[config.mk]
export PLATFORM = sky130hd
export DESIGN_NAME = pc_ras
export DESIGN_NICKNAME = d
export VERILOG_FILES = /design/src/rtl/pc_ras.sv
export SDC_FILE = /design/constraint.sdc
export NUM_CORES = 1
export LEC_CHECK = 0
export ABC_CLOCK_PERIOD_IN_PS = 14300
export BUFFER_PORTS_ARGS = -buffer_cell sky130_fd_sc_hd__buf_4
export CAP_MARGIN = 20
export CELL_PAD_IN_SITES_DETAIL_PLACEMENT = 0
export CELL_PAD_IN_SITES_GLOBAL_PLACEMENT = 1
export CORE_MARGIN = 2
export CORE_UTILIZATION = 55
export CTS_CLUSTER_SIZE = 8
export DETAILED_ROUTE_END_ITERATION = 7
export GPL_TIMING_DRIVEN = 0
export PLACE_DENSITY = 0.88
export SKIP_LAST_GASP = 1
export SLEW_MARGIN = 5
export SYNTH_ARGS = -nofsm -noshare
export SYNTH_HDL_FRONTEND = slang
export SYNTH_SLANG_ARGS = --single-unit
export TNS_END_PERCENT = 50
[constraint.sdc]
create_clock -name CLK -period 14.3 [get_ports CLK]
set_input_delay 1.43 -clock CLK [delete_from_list [all_inputs] [get_ports CLK]]
set_output_delay 1.43 -clock CLK [all_outputs]
set_load 0.01 [all_outputs]
[src/rtl/pc_ras.sv]
// pc_ras: fetch program counter with jump/call/return redirects and a
// circular return-address stack that overwrites its oldest entry when full.
module pc_ras #(
  parameter int unsigned          DBITS    = 32,
  parameter int unsigned          INSTSIZE = 4,
  parameter logic [DBITS-1:0]     STARTPC  = DBITS'(32'h60),
  parameter int unsigned          RASDEPTH = 8,
  localparam int unsigned         CBITS    = $clog2(RASDEPTH + 1)
) (
  input  logic             CLK,
  input  logic             RESET_N,
  input  logic             STALL,
  input  logic             JMP,
  input  logic             CALL,
  input  logic             RET,
  input  logic             FLUSH,
  input  logic [DBITS-1:0] PCIN,
  output logic [DBITS-1:0] PCOUT,
  output logic [CBITS-1:0] RASCOUNT,
  output logic             RASEMPTY,
  output logic             RASFULL,
  output logic             RASOVF,
  output logic             RETMISS
);

  localparam int unsigned PTRW = $clog2(RASDEPTH);

  logic [DBITS-1:0] pc_q, pc_d;
  logic [PTRW-1:0]  top_q, top_d;
  logic [CBITS-1:0] count_q, count_d;
  logic             ovf_q, ovf_d;
  logic             miss_q, miss_d;
  logic             empty_q, empty_d;
  logic             full_q, full_d;
  logic             push;
  logic [DBITS-1:0] pc_inc;
  logic [DBITS-1:0] ras_q [RASDEPTH];

  assign pc_inc = pc_q + DBITS'(INSTSIZE);

  // Next-state: one prioritised action per cycle, then FLUSH overrides stack state
  always_comb begin
    pc_d    = pc_q;
    top_d   = top_q;
    count_d = count_q;
    ovf_d   = 1'b0;
    miss_d  = 1'b0;
    push    = 1'b0;

    if (RET) begin
      if (count_q != '0) begin
        pc_d    = ras_q[top_q - PTRW'(1)];
        top_d   = top_q - PTRW'(1);
        count_d = count_q - CBITS'(1);
      end else begin
        pc_d   = PCIN;
        miss_d = 1'b1;
      end
    end else if (CALL) begin
      push  = 1'b1;
      top_d = top_q + PTRW'(1);
      pc_d  = PCIN;
      if (count_q == CBITS'(RASDEPTH)) begin
        ovf_d = 1'b1;
      end else begin
        count_d = count_q + CBITS'(1);
      end
    end else if (JMP) begin
      pc_d = PCIN;
    end else if (!STALL) begin
      pc_d = pc_inc;
    end

    if (FLUSH) begin
      top_d   = '0;
      count_d = '0;
    end

    empty_d = (count_d == '0);
    full_d  = (count_d == CBITS'(RASDEPTH));
  end

  // Control and PC state, asynchronously reset
  always_ff @(posedge CLK or negedge RESET_N) begin
    if (!RESET_N) begin
      pc_q    <= STARTPC;
      top_q   <= '0;
      count_q <= '0;
      ovf_q   <= 1'b0;
      miss_q  <= 1'b0;
      empty_q <= 1'b1;
      full_q  <= 1'b0;
    end else begin
      pc_q    <= pc_d;
      top_q   <= top_d;
      count_q <= count_d;
      ovf_q   <= ovf_d;
      miss_q  <= miss_d;
      empty_q <= empty_d;
      full_q  <= full_d;
    end
  end

  // Return-address storage; contents survive reset and flush
  always_ff @(posedge CLK) begin
    if (push) begin
      ras_q[top_q] <= pc_inc;
    end
  end

  assign PCOUT    = pc_q;
  assign RASCOUNT = count_q;
  assign RASEMPTY = empty_q;
  assign RASFULL  = full_q;
  assign RASOVF   = ovf_q;
  assign RETMISS  = miss_q;

endmodule
# --- After elaboration in Yosys (flattened, before gate mapping) ---
# Memories as Yosys holds them, arrays and structs flattened.
# Index checks and enable logic that the tools add are counted.
classes:
  n_addsub: 5
  n_eq_ne: 4
  n_reduce_logical: 4
  n_mux: 23
op_table:
  columns: ["op", "count"]
  rows:
  - ["32-bit two-way mux", 5]
  - ["32-bit by 3-bit adder with 32-bit output, second input constant", 1]
  - ["4-bit two-way mux", 5]
  - ["3-bit two-way mux", 4]
  - ["1-bit two-way mux", 9]
  - ["4-bit == test, second input constant", 2]
  - ["4-bit by 1-bit adder with 4-bit output, second input constant", 1]
  - ["4-bit zero test", 1]
  - ["4-bit by 1-bit != test with 1-bit output, second input constant", 1]
  - ["4-bit nonzero test", 1]
  - ["4-bit by 1-bit subtractor with 4-bit output, second input constant", 1]
  - ["3-bit by 1-bit adder with 3-bit output, second input constant", 1]
  - ["3-bit by 1-bit != test with 1-bit output, second input constant", 1]
  - ["3-bit nonzero test", 1]
  - ["3-bit by 1-bit subtractor with 3-bit output, second input constant", 1]
  - ["2-bit AND reduction", 1]
word_totals:
  word_cells: 44
  ff_bits: 43
  output_inout_bits: 40
  input_bits: 39
  ram_bits: 256
  n_memories: 1
mem_list:
  columns: ["name", "words", "width", "read_ports", "rd_ports_with_merged_regs", "write_ports", "line", "text"]
  rows:
  - ["ras_q", 8, 32, 1, 0, 1, "37", "logic [DBITS-1:0] ras_q [RASDEPTH];"]

# --- Longest topological paths before layout ---
# Gate-level depths: netlist of the first run.
depth:
  depth_word: 6
  ltp_mapped: 13

# --- Least setup slack after synthesis of the first run ---
# Ideal clock, no wire load.
synth_timing:
  path_type: "input to register"
  start: "input port CALL"
  end: "memory ras_q[2][0] (enable)"
  setup_slack_ns: 8.835
  t_arrival_ns: 4.964
  n_path_buf: 1
  stages: 3
  cell_sequence: "clkbuf_1 -> nand2b_1 -> nor4_1"
synth_between:
  elab_chain_len: 4
synth_lines:
  columns: ["item", "line", "text"]
  rows:
  - ["from (decl)", "14", "input logic CALL,"]
  - ["1-bit two-way mux", "59", "end else if (CALL) begin"]
  - ["1-bit two-way mux", "50", "if (RET) begin"]
  - ["1-bit two-way mux", "106", "if (push) begin"]
  - ["1-bit two-way mux (not written as such)", "107", "ras_q[top_q] <= pc_inc;"]
  - ["to (decl)", "37", null]
# No other way between the ends.

# --- Worst setup path after layout of the first run ---
layout_timing:
  start: "register top_q[0]"
  end: "register pc_q[3] (netlist: PCOUT[3])"
layout_between:
  elab_chain_len: 4
layout_lines:
  columns: ["item", "line", "text"]
  rows:
  - ["from (decl)", "29", "logic [PTRW-1:0] top_q, top_d;"]
  - ["from (signal assigned)", "95", "top_q <= top_d;"]
  - ["3-bit by 1-bit subtractor with 3-bit output", "52", "pc_d = ras_q[top_q - PTRW'(1)];"]
  - ["memory read 8 x 32 bit", null, null]
  - ["32-bit two-way mux", "51", "if (count_q != '0) begin"]
  - ["32-bit two-way mux", "50", null]
  - ["to (signal assigned)", "94", "pc_q <= pc_d;"]
  - ["to (decl)", "28", "logic [DBITS-1:0] pc_q, pc_d;"]
# No other way between the ends.
# A chain may end at the register's enable or synchronous reset.

==> metrics.md, run 1 <==
| Metric | Value |
|---|---|
| Internal | 2070 uW |
| Peak Freq | 0.237 GHz |
| Status | finished, final reports clean |
| Drt wl/cell | 26.2 um |
| GP Congestion | 0.909 |
| Num CTS Buffers | 43 |
| Core ar. | 0.0227 mm^2 |
| DR iter-0 viols | 870 |
| #FFs+latches synth | 299 |
| Cell variety after synth | 62 |
| Total GRT Usage | 28.5% |
| DR top layer | met4 |
| Hold/Removal Path Class | reg2reg |
| Clk Latency, worst-skew pair | 530 ps |
| Nets@finish | 1020 |
| Final setup skew | 13.7 ps |
| Worst Path Buf+Inv | 6 |
| Met1 wire length | 13500 um |
| Vias in the first global route | 8184 |
| # clock sinks | 299 |
| Most frequent cells in the layout | edfxtp_1 (256), buf_4 (98), nand2_1 (94) |
| Main synth FF type | edfxtp_1 |
| Net Sw Frac | 32.9% |
| Max-cap violations | 0 |
| Filler instances | 1551 |
| WP data arrival | 4610 ps |
| Sequential fraction of the synthesis area | 68.5% |
| Die Span Y | 157 um |
| Max-slew headroom | 20.9% |
| Initial antenna violation count | 0 |
| Clock Tree Root | clkbuf_16 |
| Die Area | 0.0245 mm^2 |
| Switch Pwr | 1010 uW |
| Family with the most delay on the worst path | buffers and inverters |
| CP max FO | 10 |
| Clk buf depth | 3 |
| Required time worst endpoint | 14700 ps |
| Chip width | 157 um |
| Most used cell, CP | buf_2 |
| Synth Instances | 830 |
| Slowest cell on the critical path | buf_1 |
| FFs w/ async S/R, synth | 14.4% |
| First-pass GRT wire length | 50000 um |
| Routed wl met2 | 16100 um |
| CTS H-tree lvls | 2 |
| Area Overhead vs Synth | 19.0% |
| Setup repair bufs after CTS | 0 |
| Final max-slew violation count | 0 |
| Register area | 0.00877 mm^2 |
| GR Overflow Total | 0 |
| Worst-path clk slew | 50 ps |
| Fin crit share | 29.5% |
| TNS Setup | 0 ps |
| Initial Util | 56.3% |
| Initial DRT Pass Iterations | 5 |
| Most common cell after layout, fill and taps aside | edfxtp_1 |
| RSZ-0062 raised after global routing | false |
| IO Port Bufs | 76 |
| Sequential Power Share | 40.9% |
| Power, Total | 3080 uW |
| CTS tree | done |
| Final setup fails | 0 |
| CP max stage delay | 690 ps |
| Worst setup EP type | register |
| Hold Violations, Final | 0 |
| Multi-input logic area | 0.00377 mm^2 |
| Hold_buf cts | 0 |
| Vias | 8248 |
| Routed vias/inst | 6.38 |
| Synthesized area | 0.0128 mm^2 |
| Worst vdd ir | 0.125 mV |
| Comb pwr share | 29.5% |
| Met3 wire length | 3390 um |
| Row count | 55 |
| Syn avg cell area | 15.4 um^2 |
| Crit Path Category | reg2reg |
| Crit path launch type | register |
| Static leakage | 0.00541 uW |
| Power per cell area | 202 mW/mm^2 |
| Worst slew pin tran | 1180 ps |
| ANT nets after route | 0 |
| ANT cells | 0 |
| # DRC | 0 |
| Cell Chain, Critical Path | buf_2 -> buf_4 -> inv_1 -> ha_1 -> clkbuf_1 -> buf_2 -> buf_1 -> mux4_2 -> nand2_1 -> a21oi_1 -> a211oi_1 -> nor2_1 |
| Post-Syn Nets | 874 |
| WL final | 33800 um |
| Synth Warn # | 0 |
| Share of cells above drive strength 1 | 25.1% |
| Post-synth EDFFs | 256 |
| PostCTS Resize Cnt | 0 |
| Clock power share | 29.6% |
| Io pins | 79 |
| Min Tclk post-route | 4220 ps |
| Maximum number of pins on one net before global-route repair | 44 |
| HPWL after DPL | 22500 um |
## cell families (layout without fill, tap and decap cells)
group / count (synthesis) / count (layout) / share of synthesized area, %
AO/OA/AOI/OAI: 143 / 143 / 7.28
flip-flops: 299 / 299 / 68.5
AND/OR/NAND/NOR: 216 / 216 / 8.15
multiplexers: 70 / 70 / 10.6
adder cells (fa/ha/maj): 5 / 5 / 0.489
XOR/XNOR: 37 / 37 / 2.68
buffers and inverters: 60 / 238 / 2.32
## per-stage QoR
| step | worst slack, ps | hold WS, ps | utilization (%) | area (um^2) | std cells |
|---|---|---|---|---|---|
| 2_1_floorplan | 8840 | 533 | - | 12800 | 830 |
| 5_1_grt | 9950 | 575 | 67.1 | 15200 | 1293 |
| 3_5_place_dp | 10190 | 562 | 61.7 | 14000 | 1216 |
| 4_1_cts | 10190 | 569 | 67.1 | 15200 | 1293 |
| 3_3_place_gp | 5440 | 536 | 60.4 | 13700 | 1191 |
| 6_report | 10080 | 566 | 67.1 | 15200 | 1293 |
## cell usage after synthesis, types with 9 or more instances
master | count | area [um^2]
edfxtp_1 | 256 | 7690
nand2_1 | 94 | 353
mux4_2 | 52 | 1170
a21oi_1 | 46 | 230
nor2_1 | 42 | 158
dfrtp_1 | 40 | 1000
nand3_1 | 25 | 125
buf_2 | 21 | 105
xnor2_1 | 21 | 184
clkbuf_1 | 17 | 63.8
mux2i_1 | 17 | 170
a31oi_1 | 16 | 100
xor2_1 | 15 | 131
inv_1 | 11 | 41.3
o21ai_0 | 11 | 55.1
o21ai_1 | 11 | 55.1
nor3_1 | 9 | 45.0
## per-layer routing
metal / GRT usage (%) / vias to the layer above
met5: 0 / -
met4: 8.39 / 0
met3: 6.54 / 66
met2: 45.5 / 478
met1: 39.8 / 4169
li1: - / 3535
## power groups by stage
stage | registers [uW] | logic [uW] | clock network [uW]
6_report | 1260 | 909 | 913
5_1_grt | 1270 | 975 | 955
4_1_cts | 1250 | 903 | 920
3_5_place_dp | 1270 | 896 | 0
3_3_place_gp | 1270 | 860 | 0
2_1_floorplan | 1250 | 563 | 0
## registers in the layout, indices dropped and copies added (netlist names)
signal and cells:
PCOUT 32, RASCOUNT 4, RASEMPTY 1, RASFULL 1, RASOVF 1, RETMISS 1
ras_q 256, top_q 3
## tightest hold or removal path: stages (launching register included)
cell     delay, ps
dfstp_2        400
nor2_1         110
a21oi_1         50
## area by class of cell
type	instances	area share [%]
buffer	49	1.68
clock buffer	75	7.85
clock inverter	2	0.107
inverter	11	0.271
multi-input combinational	471	24.8
sequential	299	57.6
tap	285	2.34
timing repair buffer	101	5.41
## worst paths after layout
check | cells past startpoint | endpoint | slack (ps) | from
worst max register to register | 12 | PCOUT[3] | 10080 | top_q[0]
max in group asynchronous | 1 | RASFULL | 12890 | RESET_N
min in group asynchronous | 1 | PCOUT[0] | 920 | RESET_N
worst min register to register | 2 | PCOUT[6] | 570 | PCOUT[6]
worst max-delay path | 12 | PCOUT[3] | 10080 | top_q[0]
worst min-delay path | 2 | PCOUT[6] | 570 | PCOUT[6]
No activity file was read; power rests on OpenSTA's default activity.
==> run 2: changes to the inputs <==
ABC_AREA = 1   (was unset)
ABC_CLOCK_PERIOD_IN_PS = 3800   (was 14300)
CORE_UTILIZATION = 43   (was 55)
PLACE_DENSITY = 0.79   (was 0.88)
clock period = 3.8 ns   (was 14.3 ns; I/O delays follow)
==> run 2 against run 1 <==
Synthesized cell count increased by 73%. Design area is 10% higher. Sequential power rose to 3.5 times the previous value. Wire length rose by 26%. Combinational power grew to 3.2 times the previous value. Critical endpoint is now PCOUT[24]. Clock power rose to 3.9 times the previous value. First-iteration DRC count increased by 26%. Die area up 40%. Total power grew to 3.5 times the previous value. Utilization shrank 15 points. Critical path depth increased by 1. Global-route usage shrank 2.9 points.
==> metrics.md, run 2 <==
| Metric | Value |
|---|---|
| Max-slew headroom | 36.0% (+15 points) |
| ANT nets after route | 0 (unchanged) |
| Static leakage | 0.00692 uW (+28%) |
| Hold Violations, Final | 0 (unchanged) |
| Sequential fraction of the synthesis area | 62.1% (-6.4 points) |
| # clock sinks | 299 (unchanged) |
| Final setup skew | 24.6 ps (+10.9 ps) |
| Vias | 10787 (+31%) |
| Clock Tree Root | clkbuf_16 |
| # DRC | 0 (unchanged) |
| Worst vdd ir | 0.405 mV (+220%) |
| Final instance area | 0.0168 mm^2 (+10%) |
| Num CTS Buffers | 43 (unchanged) |
| IO Port Bufs | 78 (+2.6%) |
| DR iter-0 viols | 1094 (+26%) |
| Hold Startpoint | PCIN[0] |
| Die Area | 0.0343 mm^2 (+40%) |
| Maximum number of pins on one net before global-route repair | 44 (unchanged) |
| Clk buf depth | 3 (unchanged) |
| Status | finished, final reports clean |
| Synth top area share | 54.5% (-5.6 points) |
| Synth Warn # | 0 (unchanged) |
| ANT cells | 0 (unchanged) |
| RR Startpoint | top_q[0] |
| Drt wl/cell | 20.8 um (-21%) |
| Setup repair bufs after CTS | 0 (unchanged) |
| Final Util | 51.7% (-15 points) |
| Total GRT Usage | 25.6% (-2.9 points) |
| RR Endpoint | PCOUT[24] |
| FFs w/ async S/R, synth | 14.4% (unchanged) |
| Required time worst endpoint | 4250 ps (-10450 ps) |
| Min Tclk post-route | 3100 ps (-1120 ps) |
| Most frequent cells in the layout | nand2_1 (354), edfxtp_1 (256), nor2_1 (199) |
| Chip width | 185 um (+18%) |
| Syn avg cell area | 9.80 um^2 (-36%) |
| Initial Util | 43.5% (-13 points) |
| Peak Freq | 0.323 GHz (+36%) |
| Worst-path clk slew | 50 ps (about the same) |
| Max-cap violations | 0 (unchanged) |
| Initial DRT Pass Iterations | 5 (unchanged) |
| Filler instances | 2890 (+86%) |
| Synth Instances | 1440 (+73%) |
| Crit Path Category | reg2reg |
| Hold_buf cts | 1 (+1) |
| GR Overflow Total | 0 (unchanged) |
| Post-synth top cells | nand2_1 (354), edfxtp_1 (256), nor2_1 (207) |
| Final setup fails | 0 (unchanged) |
| Worst r2r path cells | 13 (+1) |
| Hold path depth | 3 (+1) |
| Post-Syn Nets | 1484 (+70%) |
| HPWL after DPL | 29000 um (+29%) |
| CP max stage delay | 580 ps (-110 ps) |
| R2R setup slack | 700 ps (-9380 ps) |
| Nets@finish | 1616 (+58%) |
| RSZ-0062 raised after global routing | false |
| Cell Chain, Critical Path | inv_2 -> buf_6 -> buf_2 -> ha_1 -> buf_2 -> inv_2 -> clkbuf_1 -> nand3_1 -> nand3_1 -> nand3_1 -> nand2_1 -> inv_1 -> a21oi_2 |
| CP max FO | 10 (unchanged) |
| Top cells by area, synth | edfxtp_1 (54%), nand2_1 (9.4%), dfrtp_1 (7.1%), nor2_1 (5.5%), nand3_1 (5.1%) |
| Crit path launch type | register |
| Worst Hold End | PCOUT[0] |
| Max reg flops | 256 (unchanged) |
| Synth area leader | edfxtp_1 |
| Main synth FF type | edfxtp_1 |
| Cell variety after synth | 43 (-31%) |
| GP Congestion | 0.960 (+5.6%) |
| Core ar. | 0.0325 mm^2 (+43%) |
| CTS H-tree lvls | 2 (unchanged) |
| Fin crit share | 81.5% (+52 points) |
| Vias in the first global route | 10352 (+26%) |
| #FFs+latches synth | 299 (unchanged) |
| Worst setup EP type | register |
| Placed inst area | 0.0155 mm^2 (+11%) |
| First-pass GRT wire length | 63700 um (+27%) |
| Row count | 66 (+20%) |
| Final max-slew violation count | 0 (unchanged) |
| PostCTS Resize Cnt | 0 (unchanged) |
| Io pins | 79 (unchanged) |
| WL final | 42600 um (+26%) |
| Die Span Y | 185 um (+18%) |
| CTS tree | done |
| Largest reg by FF count | ras_q |
| Area Overhead vs Synth | 18.9% (about the same) |
| Synthesized area | 0.0141 mm^2 (+10%) |
| Most used cell, CP | nand3_1 |
| Routed vias/inst | 5.27 (-17%) |
| Post-synth EDFFs | 256 (unchanged) |
| Most frequent cell after synthesis | nand2_1 |
| Most common cell after layout, fill and taps aside | nand2_1 |
| Initial antenna violation count | 0 (unchanged) |
| Slowest cell on the critical path | clkbuf_1 |
| Worst slew pin tran | 957 ps (-223 ps) |
| Share of cells above drive strength 1 | 15.4% (-9.7 points) |
| Power per cell area | 647 mW/mm^2 (+220%) |
| WP data arrival | 3550 ps (-1060 ps) |
| Clk Latency, worst-skew pair | 540 ps (about the same) |
| Hold/Removal Path Class | in2reg |
[run 2: cell types whose count changed after synthesis, sizes merged, moves of 13 or more]
cell    before  now
o21ai       22   87
xnor2       21    3
inv         11  155
a31oi       16    0
o211ai       1   20
nand2       94  365
mux4        52    0
mux2i       17    0
nor2        43  220
a21oi       46   30
buf         32   45
nand3       26  152
[run 2: worst max path at each step]
stage,from,depth (start not counted),to,slack (ps)
floorplan,top_q[0],5,ras_q[0][0],1100
global placement,top_q[0],5,ras_q[4][18],-910
detailed placement,top_q[0],13,PCOUT[24],750
CTS,top_q[0],13,PCOUT[24],740
global route,top_q[0],13,PCOUT[26],580
finish,top_q[0],13,PCOUT[24],700
[run 2: final cells by class]
cell class / count / area (um^2) / area share, %
Sequential cell: 299 / 8770 / 52.3
Multi-Input combinational cell: 921 / 4360 / 26.0
Clock buffer: 76 / 1200 / 7.15
Timing Repair Buffer: 87 / 793 / 4.73
Inverter: 155 / 582 / 3.47
Tap cell: 442 / 553 / 3.30
Buffer: 65 / 457 / 2.72
Clock inverter: 3 / 62.6 / 0.373
[run 2: cells by family after synthesis]
family          share of synthesized area [%]
fa+ha+maj                               0.443
xor+xnor                                0.665
buf+inv                                  7.36
compound gates                           5.84
simple gates                             23.5
flops                                    62.1
[run 2: critical path, delay by kind of cell (launching register included)]
kind	cells	cell delay [ps]
compound gates	1	110
fa+ha+maj	1	270
buf+inv	7	1640
flops	1	490
simple gates	4	490
[run 2: per-stage QoR]
stage	worst slack [ps]	total power (uW)	setup TNS [ps]	instances	hold WS, ps
after floorplan	1100	6100	0	1440	84.4
after global placement	-910	7250	-198690	1960	456
after detailed placement	755	7330	0	1968	460
after CTS	735	10900	0	2048	46.6
after global routing	576	11300	0	2048	72.6
final	702	10900	0	2048	60.3
[run 2: routing by layer]
metal	global-route usage, %	part of all wire [%]	vias to the layer above
met5	0	0	-
met4	8.86	3.0	0
met3	4.19	7.5	84
met2	42.1	48	460
met1	34.5	41	5217
li1	-	-	5026
[run 2: report_power, final]
group	leakage, uW	total (uW)	switching [uW]	internal [uW]
Sequential	0.00283	4390	287	4100
Clock	0.000597	3560	1370	2190
Combinational	0.00349	2910	1980	928
Total	0.00692	10900	3640	7220
